$ cat src/rtl/lbist_pkg.sv
// lbist_pkg: shared types and helpers for the logic-BIST sequencer.
//   lbist_state_e         - sequencer state encoding
//   LbistMisrPolyDefault  - default MISR feedback polynomial (bit i set = tap i)
//   lbist_misr_next()     - one MISR step for any width up to MaxSigW
package lbist_pkg;

  typedef enum logic [2:0] {
    StIdle,
    StSeed,
    StWarmup,
    StRun,
    StCmp,
    StDone
  } lbist_state_e;

  localparam int unsigned MaxSigW = 32;
  localparam logic [MaxSigW-1:0] LbistMisrPolyDefault = 32'h04C11DB7;

  // Operands are zero-extended to MaxSigW; the result is masked to `width` bits so the
  // caller can simply truncate.
  function automatic logic [MaxSigW-1:0] lbist_misr_next(input logic [MaxSigW-1:0] sig,
                                                         input logic [MaxSigW-1:0] resp,
                                                         input logic [MaxSigW-1:0] poly,
                                                         input int unsigned width);
    logic [MaxSigW-1:0] mask;
    logic               msb;
    mask = {MaxSigW{1'b1}} >> (MaxSigW - width);
    msb  = |(sig & ({{(MaxSigW-1){1'b0}}, 1'b1} << (width - 1)));
    return ({sig[MaxSigW-2:0], 1'b0} ^ (msb ? poly : '0) ^ resp) & mask;
  endfunction

endpackage

$ cat src/rtl/lbist_misr.sv
// lbist_misr: multiple-input signature register compacting core responses.
//   clk   - clock
//   rst   - synchronous active-high reset, clears the signature
//   clr   - synchronous clear (takes priority over en)
//   en    - compact resp into the signature this cycle
//   resp  - folded core response, SIG_W bits
//   sig   - current signature, SIG_W bits
module lbist_misr
  import lbist_pkg::*;
#(
  parameter int unsigned      SIG_W     = 32,
  parameter logic [SIG_W-1:0] MISR_POLY = LbistMisrPolyDefault[SIG_W-1:0]
) (
  input  logic             clk,
  input  logic             rst,
  input  logic             clr,
  input  logic             en,
  input  logic [SIG_W-1:0] resp,
  output logic [SIG_W-1:0] sig
);

  logic [SIG_W-1:0] sig_q, sig_d;

  always_comb begin
    sig_d = sig_q;
    if (clr) begin
      sig_d = '0;
    end else if (en) begin
      sig_d = SIG_W'(lbist_misr_next(MaxSigW'(sig_q), MaxSigW'(resp), MaxSigW'(MISR_POLY),
                                     SIG_W));
    end
  end

  always_ff @(posedge clk) begin
    if (rst) begin
      sig_q <= '0;
    end else begin
      sig_q <= sig_d;
    end
  end

  assign sig = sig_q;

endmodule

$ cat src/rtl/lbist_ctrl.sv
// lbist_ctrl: logic-BIST sequencer. Seeds and steps the pattern LFSR, holds the core in
// reset while seeding, compacts responses in lbist_misr and compares against GOLDEN_SIG.
// Optional feature macro: LBIST_WARMUP_EN compiles in the WARMUP state (INIT_CYCLES long)
// between SEED and RUN; without it SEED goes straight to RUN and INIT_CYCLES is ignored.
//   clk        - clock
//   rst        - synchronous active-high reset, priority over everything
//   test_mode  - level request: rising edge starts a run, low level aborts it
//   resp       - folded core outputs, compacted every RUN cycle
//   lfsr_en    - LFSR step enable (WARMUP, RUN)
//   lfsr_ld    - LFSR seed load (SEED)
//   core_rst   - core-under-test reset (SEED)
//   busy       - SEED, WARMUP, RUN or CMP
//   done       - result valid (DONE)
//   go_nogo    - 1 = signature matched, valid while done
//   signature  - current MISR contents
module lbist_ctrl
  import lbist_pkg::*;
#(
  parameter int unsigned      SIG_W       = 32,
  parameter logic [SIG_W-1:0] MISR_POLY   = LbistMisrPolyDefault[SIG_W-1:0],
  parameter int unsigned      N_PATTERNS  = 1024,
  parameter int unsigned      INIT_CYCLES = 8,
  parameter logic [SIG_W-1:0] GOLDEN_SIG  = '0
) (
  input  logic             clk,
  input  logic             rst,
  input  logic             test_mode,
  input  logic [SIG_W-1:0] resp,
  output logic             lfsr_en,
  output logic             lfsr_ld,
  output logic             core_rst,
  output logic             busy,
  output logic             done,
  output logic             go_nogo,
  output logic [SIG_W-1:0] signature
);

`ifdef LBIST_WARMUP_EN
  // The counter is shared with WARMUP, so it must also cover INIT_CYCLES.
  localparam int unsigned CntMax = (N_PATTERNS > INIT_CYCLES) ? N_PATTERNS : INIT_CYCLES;
`else
  localparam int unsigned CntMax = N_PATTERNS;
`endif
  localparam int unsigned CntW = $clog2(CntMax + 1);
  localparam logic [CntW-1:0] RunLast = CntW'(N_PATTERNS - 1);
`ifdef LBIST_WARMUP_EN
  localparam logic [CntW-1:0] WarmLast = CntW'(INIT_CYCLES - 1);
`endif

  lbist_state_e    state_q, state_d;
  logic [CntW-1:0] cnt_q, cnt_d;
  logic            tm_q, tm_prev_q;
  logic            go_nogo_q, go_nogo_d;
  logic            in_run;

  always_comb begin
    state_d   = state_q;
    cnt_d     = cnt_q;
    go_nogo_d = 1'b0;
    unique case (state_q)
      StIdle: begin
        cnt_d = '0;
        // Edge seen on the registered request, so a held-high level never retriggers.
        if (tm_q && !tm_prev_q) state_d = StSeed;
      end
      StSeed: begin
        cnt_d = '0;
`ifdef LBIST_WARMUP_EN
        state_d = StWarmup;
`else
        state_d = StRun;
`endif
      end
`ifdef LBIST_WARMUP_EN
      StWarmup: begin
        if (cnt_q == WarmLast) begin
          cnt_d   = '0;
          state_d = StRun;
        end else begin
          cnt_d = cnt_q + 1'b1;
        end
      end
`endif
      StRun: begin
        if (cnt_q == RunLast) begin
          cnt_d   = '0;
          state_d = StCmp;
        end else begin
          cnt_d = cnt_q + 1'b1;
        end
      end
      StCmp: begin
        go_nogo_d = (signature == GOLDEN_SIG);
        state_d   = StDone;
      end
      StDone: begin
        go_nogo_d = go_nogo_q;
        if (!test_mode) begin
          go_nogo_d = 1'b0;
          state_d   = StIdle;
        end
      end
      default: state_d = StIdle;
    endcase

    // Abort: any busy state drops to IDLE; MISR keeps its partial value.
    if (!test_mode && busy) begin
      state_d   = StIdle;
      cnt_d     = '0;
      go_nogo_d = 1'b0;
    end
  end

  always_ff @(posedge clk) begin
    if (rst) begin
      state_q   <= StIdle;
      cnt_q     <= '0;
      tm_q      <= 1'b0;
      tm_prev_q <= 1'b0;
      go_nogo_q <= 1'b0;
    end else begin
      state_q   <= state_d;
      cnt_q     <= cnt_d;
      tm_q      <= test_mode;
      tm_prev_q <= tm_q;
      go_nogo_q <= go_nogo_d;
    end
  end

  always_comb begin
    lfsr_ld  = (state_q == StSeed);
    core_rst = (state_q == StSeed);
    lfsr_en  = (state_q == StWarmup) || (state_q == StRun);
    busy     = (state_q == StSeed) || (state_q == StWarmup) || (state_q == StRun) ||
               (state_q == StCmp);
    done     = (state_q == StDone);
    in_run   = (state_q == StRun);
  end

  assign go_nogo = go_nogo_q;

  lbist_misr #(
    .SIG_W     (SIG_W),
    .MISR_POLY (MISR_POLY)
  ) u_misr (
    .clk  (clk),
    .rst  (rst),
    .clr  (lfsr_ld),
    .en   (in_run),
    .resp (resp),
    .sig  (signature)
  );

endmodule

$ cat config.mk
export PLATFORM = sky130hd
export DESIGN_NAME = lbist_ctrl
export DESIGN_NICKNAME = d
export VERILOG_FILES = /design/src/rtl/lbist_pkg.sv /design/src/rtl/lbist_misr.sv /design/src/rtl/lbist_ctrl.sv
export SDC_FILE = /design/constraint.sdc
export NUM_CORES = 1
export LEC_CHECK = 0
export BUFFER_PORTS_ARGS = -buffer_cell sky130_fd_sc_hd__buf_2
export CAP_MARGIN = 25
export CORE_ASPECT_RATIO = 1.75
export CORE_MARGIN = 3
export CORE_UTILIZATION = 50
export DETAILED_ROUTE_END_ITERATION = 10
export GPL_TIMING_DRIVEN = 0
export HOLD_SLACK_MARGIN = 0.05
export PLACE_DENSITY = 0.9
export SETUP_SLACK_MARGIN = 0.02
export SLEW_MARGIN = 20
export SYNTH_ARGS = -nofsm -noshare
export SYNTH_HDL_FRONTEND = slang
export SYNTH_SLANG_ARGS = --single-unit
$ cat constraint.sdc
create_clock -name clk -period 3.2 [get_ports clk]
set_input_delay 0.16 -clock clk [delete_from_list [all_inputs] [get_ports clk]]
set_output_delay 0.16 -clock clk [all_outputs]
set_load 0.01 [all_outputs]
### Word-level counts from Yosys, hierarchy flattened

Cells that the tools add are included.

| operators by class | value |
|---|---|
| add/sub/neg operators | 1 |
| multiply operators | 0 |
| divide/modulo/power cells | 0 |
| $lt $le $gt $ge | 0 |
| equal/unequal tests | 9 |
| shifts and indexed selects | 0 |
| muxes and demuxes | 9 |
| bitwise logic cells | 2 |
| reductions and logical operators | 15 |

Operator list:

| kind | count |
|---|---|
| $xor A32 B32 Y32 | 2 |
| $logic_not A32 Y1 | 1 |
| $mux W27 | 1 |
| $pmux W11 S2 | 1 |
| $pmux W3 S5 | 1 |
| $add A11 B1 Y11 const B | 1 |
| $eq A11 B10 Y1 const B | 1 |
| $mux W11 | 1 |
| $mux W3 | 3 |
| $eq A3 B2 Y1 const B | 2 |
| $eq A3 B3 Y1 const B | 2 |
| $reduce_or A2 Y1 | 3 |
| $logic_or A1 B1 Y1 | 4 |
| $ne A2 B2 Y1 const B | 2 |
| $eq A3 B1 Y1 const B | 1 |
| $logic_not A3 Y1 | 1 |
| $reduce_and A3 Y1 | 1 |
| $logic_and A1 B1 Y1 | 2 |
| $logic_not A1 Y1 | 2 |
| $ne A2 B1 Y1 const B | 1 |
| $pmux W1 S2 | 1 |
| $reduce_bool A2 Y1 | 1 |
| $mux W1 | 1 |

| storage, ports and cells | value |
|---|---|
| bits in registers | 49 |
| latch bits | 0 |
| memory bits (writable) | 0 |
| memory bits (read-only) | 0 |
| input port bits | 35 |
| logic and storage cells | 42 |
| memories kept | 0 |

### Logic depth before layout (Yosys ltp)

Gate-level depths: netlist of run 1.

| logic depth | value |
|---|---|
| depth after elaboration | 6 |
| mapped depth | 7 |
| depth with buffers taken out | 5 |

### Hierarchy

From an unflattened synthesis of run 1, not the netlist that was laid out.

| unflattened totals | value |
|---|---|
| cell total of the unflattened synthesis | 272 |
| area total of the unflattened synthesis | 2600.0 um^2 |

By module, submodules not included:

| module | instances | cells an instance | area each (um^2) | seq. area each (um^2) |
|---|---|---|---|---|
| lbist_misr | 1 | 156 | 1642.8 | 640.6 |
| lbist_ctrl | 1 | 116 | 957.2 | 340.3 |

### Worst setup path after synthesis of run 1

Ideal clock, no wire load.

| timing | value |
|---|---|
| path type | reg-to-reg |
| start | register cnt_q[0] |
| end | register cnt_q[1] |
| library setup time | 0.129 ns |
| arrival | 1.589 ns |
| setup slack | 1.483 ns |
| stages on the path, launching flop included | 7 |
| path buffers | 1 |
| period minus slack after synthesis | 1.717 ns |
| cell sequence | dfxtp_1 ha_1 nand4_1 or4_4 buf_6 a32oi_1 nor2_1 |

| between the ends | value |
|---|---|
| cells in the longest elaborated chain, start to end | 3 |

RTL lines:

| what | line | source |
|---|---|---|
| from (decl) | lbist_ctrl.sv:51 | `logic [CntW-1:0] cnt_q, cnt_d;` |
| from (signal assigned) | lbist_ctrl.sv:123 | `cnt_q <= cnt_d;` |
| $add A11 B1 Y11 / $eq A11 B10 Y1 (equally long branches) | lbist_ctrl.sv:89, lbist_ctrl.sv:85 |  |
| $mux W11 * | lbist_ctrl.sv:85 | `if (cnt_q == RunLast) begin` |
| $pmux W11 S2 * | lbist_ctrl.sv:60 | `unique case (state_q)` |

Mark *: on every way between the ends. The rest lies on a longest branch, timed or not.
A chain may end at the register's enable or synchronous reset.

### Final worst setup path of run 1

Same ends and word-level chain as after synthesis.

==> reports/metrics.yaml, run 1 <==
worstHoldPathType: "primary input to register"
htreeDepth: 2
synth-simple-area-share_pct: 22.77
drcViolationCount: 0
max_freq_mhz: 521.3
synth_xor_area_share_pct: 15.94
rows: 33
cts_tree: "yes"
clkLatencyLatePin_ns: 0.30
vias: 2430
power.total_mw: 1.154
ys_seq_area_share_pct: 39.68
grt_use_total_pct: 23.86
root_buffer: "clkbuf_8"
cts_hold_buf: 0
clk_pin_slew_worst_paths_ns: 0.09
leakagePower_nw: 1.143
viasPerCell: 5.731
synth_cell_types: 43
finalHoldViolations: 0
synth-edff-count: 0
cp-start-kind: "register"
synth_fa_ha_area_share_pct: 0.5061
syn_inst: 292
max-cap-violations: 0
die_area_mm2: 0.005858
crit_slowest_cell: "or4_4"
antenna_found_initial: 0
postCtsSetupBuffers: 0
grt_pass1_vias: 2341
rsz0062_at_grt: "false"
maxSlewHeadroom_pct: 63.04
final_common_cell: "buf_2"
yosys_most_used_dff: "dfxtp_1"
grt_pass1_wl_um: 10870
drtIter0Drc: 77
skew_ns: 0.004147
place.gp.congestion: 0.8277
drv_slew: 0
initial_core_util_pct: 52.07
routedWlPerCell_um: 15.99
port_buffers: 72
most-common-layout-cells: "buf_2, dfxtp_1, xnor2_1"
synth-seq-cells: 49
hpwl_um: 5212
worstPathArrival_ns: 2.10
final.setup.tns_ns: 0
drt_pass1_iterations: 5
coreArea_mm2: 0.004748
globalRouteOverflowTotal: 0
powerDensity_mw_per_mm2: 384.9
synth_area_mm2: 0.002472
cp_max_fo: 10
wl_um: 6778
pin_count: 73
die_x_um: 59.16
synthMuxAreaShare_pct: 0
ir_worst_vdd_v: 0.0003430
antenna_cells: 0
synthToLayoutAreaGrowth_pct: 21.31
max_stage_delay_ns: 0.56
status: "finished clean"
crit_required_ns: 3.38
ant_nets: 0
cts_max_path_buffers: 2
crit_chain: "ha_1 > nand4_1 > or4_4 > buf_6 > a32oi_1 > nor2_1"
synth_nets: 328
cts_made_buffers: 5
grt_max_degree: 15
critPathCaptureType: "register"
setup_viol: 0
placed_area_mm2: 0.002898
period_needed_ns: 1.918
synth.avg_cell_area_um2: 8.467
synthArstFlopShare_pct: 0
fin_nets: 407
die_h_um: 99.03
synth_compound_area_share_pct: 16.04
ctsResizeCount: 0
period_share_pct: 59.95
synth_top_family_by_area: "simple AND/OR/NAND/NOR gates"
layout-drive-gt1-share_pct: 28.23
ys_warn_count: 0
clock-sinks: 49
tightest_slew_ns: 0.5493
criticalPathCategory: "register to register"
design_area_mm2: 0.002999
-- flip-flops by register name, indices dropped and copies added (netlist names) --
register	flops
tm_q	1
cnt_q	11
state_q	3
u_misr.sig	32
go_nogo	1
tm_prev_q	1
-- cells by family after synthesis --
logic type,after synthesis
flops,49
xor+xnor,45
buf+inv,25
fa+ha+maj,1
compound gates,59
simple gates,113
-- synthesized netlist by cell type (3+ instances only) --
library cell	count	area, um^2
or3_1	3	18.77
dfxtp_1	49	980.9
nor4_1	7	43.79
nor2b_1	4	25.02
a21oi_1	22	110.1
buf_2	12	60.06
nand4_1	5	31.28
clkbuf_1	6	22.52
nand3_1	7	35.03
a211oi_1	19	142.6
o2111ai_1	3	26.28
or2_2	3	18.77
nand2_1	36	135.1
xnor2_1	45	394.1
nor3_1	7	35.03
nor2_1	26	97.59
a31oi_1	5	31.28
-- worst max-delay path, delay by kind of cell (launching register included) --
family | cells | cell delay (ns)
AOI/OAI and AO/OA | 1 | 0.20
adders and majority gates | 1 | 0.26
buffers and inverters | 1 | 0.16
DFF | 1 | 0.40
and+or+nand+nor | 3 | 0.78
-- path summary, 6_finish.rpt --
check | endpoint | start | slack (ns) | cells after the start
worst max-delay path | cnt_q[1] | cnt_q[0] | 1.28 | 6
worst min-delay path | tm_q | rst | 0.05 | 2
worst max register to register | cnt_q[1] | cnt_q[0] | 1.28 | 6
worst min register to register | go_nogo | go_nogo | 0.47 | 2
-- report_power, final --
| group | total [mW] | switching, mW | internal, mW |
|---|---|---|---|
| logic | 0.132 | 0.0691 | 0.0624 |
| registers | 0.619 | 0.00431 | 0.614 |
| clock network | 0.404 | 0.208 | 0.196 |
-- routing by layer --
layer	wire, um	track usage, %	vias to the layer above
li1	-	-	1179
met1	2431	25.98	1140
met2	3805	43.70	95
met3	371	3.670	16
met4	170	9.948	0
met5	0	0	-
-- per-stage QoR --
stage / util [%] / setup slack (ns) / instances / hold WS, ns
floorplan: - / 1.483 / 292 / 0.2267
global placement: 61.03 / 1.374 / 416 / 0.3690
detailed placement: 61.03 / 1.297 / 416 / 0.3768
CTS: 63.16 / 1.280 / 424 / 0.05196
global route: 63.16 / 1.157 / 424 / 0.05145
finish: 63.16 / 1.282 / 424 / 0.05183
-- area by class of cell --
type,count,area [um^2]
buffer,22,113.9
clock buffer,7,96.34
clock inverter,1,5.005
fill,390,1749
inverter,3,11.26
multi-input combinational,218,1366
sequential,49,980.9
tap,52,65.06
timing repair buffer,72,360.3
Power figures use the tool's default switching activity.
==> run 2, diff against run 1 <==
clock period = 1.8 ns   (was 3.2 ns; I/O delays follow)
==> reports/metrics.yaml, run 2 (synthesis results as in run 1) <==
status: "finished clean"
root_buffer: "clkbuf_8"
drcViolationCount: 0
vias: 2479
powerDensity_mw_per_mm2: 673.4
grt_pass1_vias: 2352
max_freq_mhz: 586.3
ant_nets: 0
grt_max_degree: 15
worstHoldPathType: "primary input to register"
htreeDepth: 2
antenna_found_initial: 0
placed_area_mm2: 0.002898
grt_pass1_wl_um: 10950
most-common-layout-cells: "buf_2, dfxtp_1, xnor2_1"
place.gp.congestion: 0.8277
ff2ff_path_depth: 4
grt_use_total_pct: 23.99
power.total_mw: 2.060
r2r-start: "u_misr.sig[11]"
cts_made_buffers: 5
hold_path_depth: 3
clk_pin_slew_worst_paths_ns: 0.09
setup_viol: 0
cts_max_path_buffers: 2
maxSlewHeadroom_pct: 59.77
wl_um: 6861
coreArea_mm2: 0.004748
final_common_cell: "buf_2"
cp-start-kind: "register"
layout.cells.non_filler: 426
tightest_slew_ns: 0.5980
place_inst: 416
max-cap-violations: 0
largest_reg_flops: 32
hpwl_um: 5212
hold_start: "resp[20]"
rows: 33
routedWlPerCell_um: 16.11
die_area_mm2: 0.005858
cp_max_fo: 4
skew_ns: 0.004504
port_buffers: 72
drt_pass1_iterations: 5
drtIter0Drc: 93
worstPathArrival_ns: 1.95
fin_nets: 409
crit_required_ns: 2.04
initial_core_util_pct: 52.07
crit_chain: "nor4_1 > o2111ai_1 > or3_1 > a21oi_1"
cp_num_buf_inv: 0
criticalPathCategory: "register to register"
clock-sinks: 49
hold-worst-slack_ns: 0.07132
design_area_mm2: 0.003059
rsz0062_at_grt: "true"
globalRouteOverflowTotal: 0
viasPerCell: 5.819
finalHoldViolations: 0
synthToLayoutAreaGrowth_pct: 23.73
r2r_slack_ns: 0.09
antenna_cells: 0
critPathCaptureType: "register"
hold_path_end: "u_misr.sig[20]"
pin_count: 73
layout-drive-gt1-share_pct: 30.75
max_stage_delay_ns: 0.57
crit_slowest_cell: "nor4_1"
drv_slew: 0
clkLatencyLatePin_ns: 0.30
period_share_pct: 94.76
final.setup.tns_ns: 0
crit_family: "simple AND/OR/NAND/NOR gates"
crit_cells: 4
cts_tree: "yes"
leakagePower_nw: 1.164
ir_worst_vdd_v: 0.0006132
die_x_um: 59.16
die_h_um: 99.03
period_needed_ns: 1.706
r2r-end: "go_nogo"
run 2: cell types whose count changed in the layout (fill, tap and decap cells not counted), sizes merged:
cell,change
buf,-1
clkbuf,+2
dlygate4sd3,+1
run 2: metal layers:
layer	track usage, %	part of all wire [%]	up-vias
met5	0	0	-
met4	9.599	2.9	0
met3	3.670	5.7	22
met2	43.95	56	105
met1	26.31	36	1162
li1	-	-	1190
run 2: timing repair:
| action | 4_1_cts | 5_1_grt |
|---|---|---|
| setup endpoints to repair | 27 | 39 |
| buffers inserted | 1 | 0 |
| endpoints found under the hold margin | 2 | 0 |
| resized for setup | 5 | 13 |
| pin swaps | 0 | 1 |
| hold buffers | 1 | 0 |
run 2: worst reg2reg max path, stage by stage, from the launching register on:
cell and delay, ns:
dfxtp_1 0.35, nor4_1 0.57, o2111ai_1 0.19, or3_1 0.39, a21oi_1 0.14
run 2: through the flow:
step	setup WS [ns]	util [%]
after floorplan	0.08254	-
after global placement	-0.02621	61.03
after detailed placement	-0.1026	61.03
after CTS	0.01751	63.95
after global routing	0.007837	64.43
final	0.09440	64.43
run 2: how the worst max path moves through the flow:
stage | end | start | slack [ns]
after floorplan | cnt_q[1] | cnt_q[0] | 0.08
final | go_nogo | u_misr.sig[11] | 0.09
after detailed placement | cnt_q[1] | cnt_q[0] | -0.10
after CTS | cnt_q[1] | cnt_q[0] | 0.02
after global placement | cnt_q[1] | cnt_q[0] | -0.03
after global routing | cnt_q[3] | state_q[2] | 0.008
run 2: cell type report:
cell class | count | area (um^2)
timing repair buffer | 74 | 377.9
inverter | 3 | 11.26
clock inverter | 1 | 5.005
clock buffer | 7 | 96.34
buffer | 22 | 123.9
fill | 376 | 1689
sequential | 49 | 985.9
tap | 52 | 65.06
multi-input combinational | 218 | 1394
run 2: power by group:
| group | switching (mW) | internal [mW] | total (mW) |
|---|---|---|---|
| clock | 0.373 | 0.348 | 0.721 |
| sequential | 0.00813 | 1.09 | 1.10 |
| combinational | 0.125 | 0.116 | 0.241 |
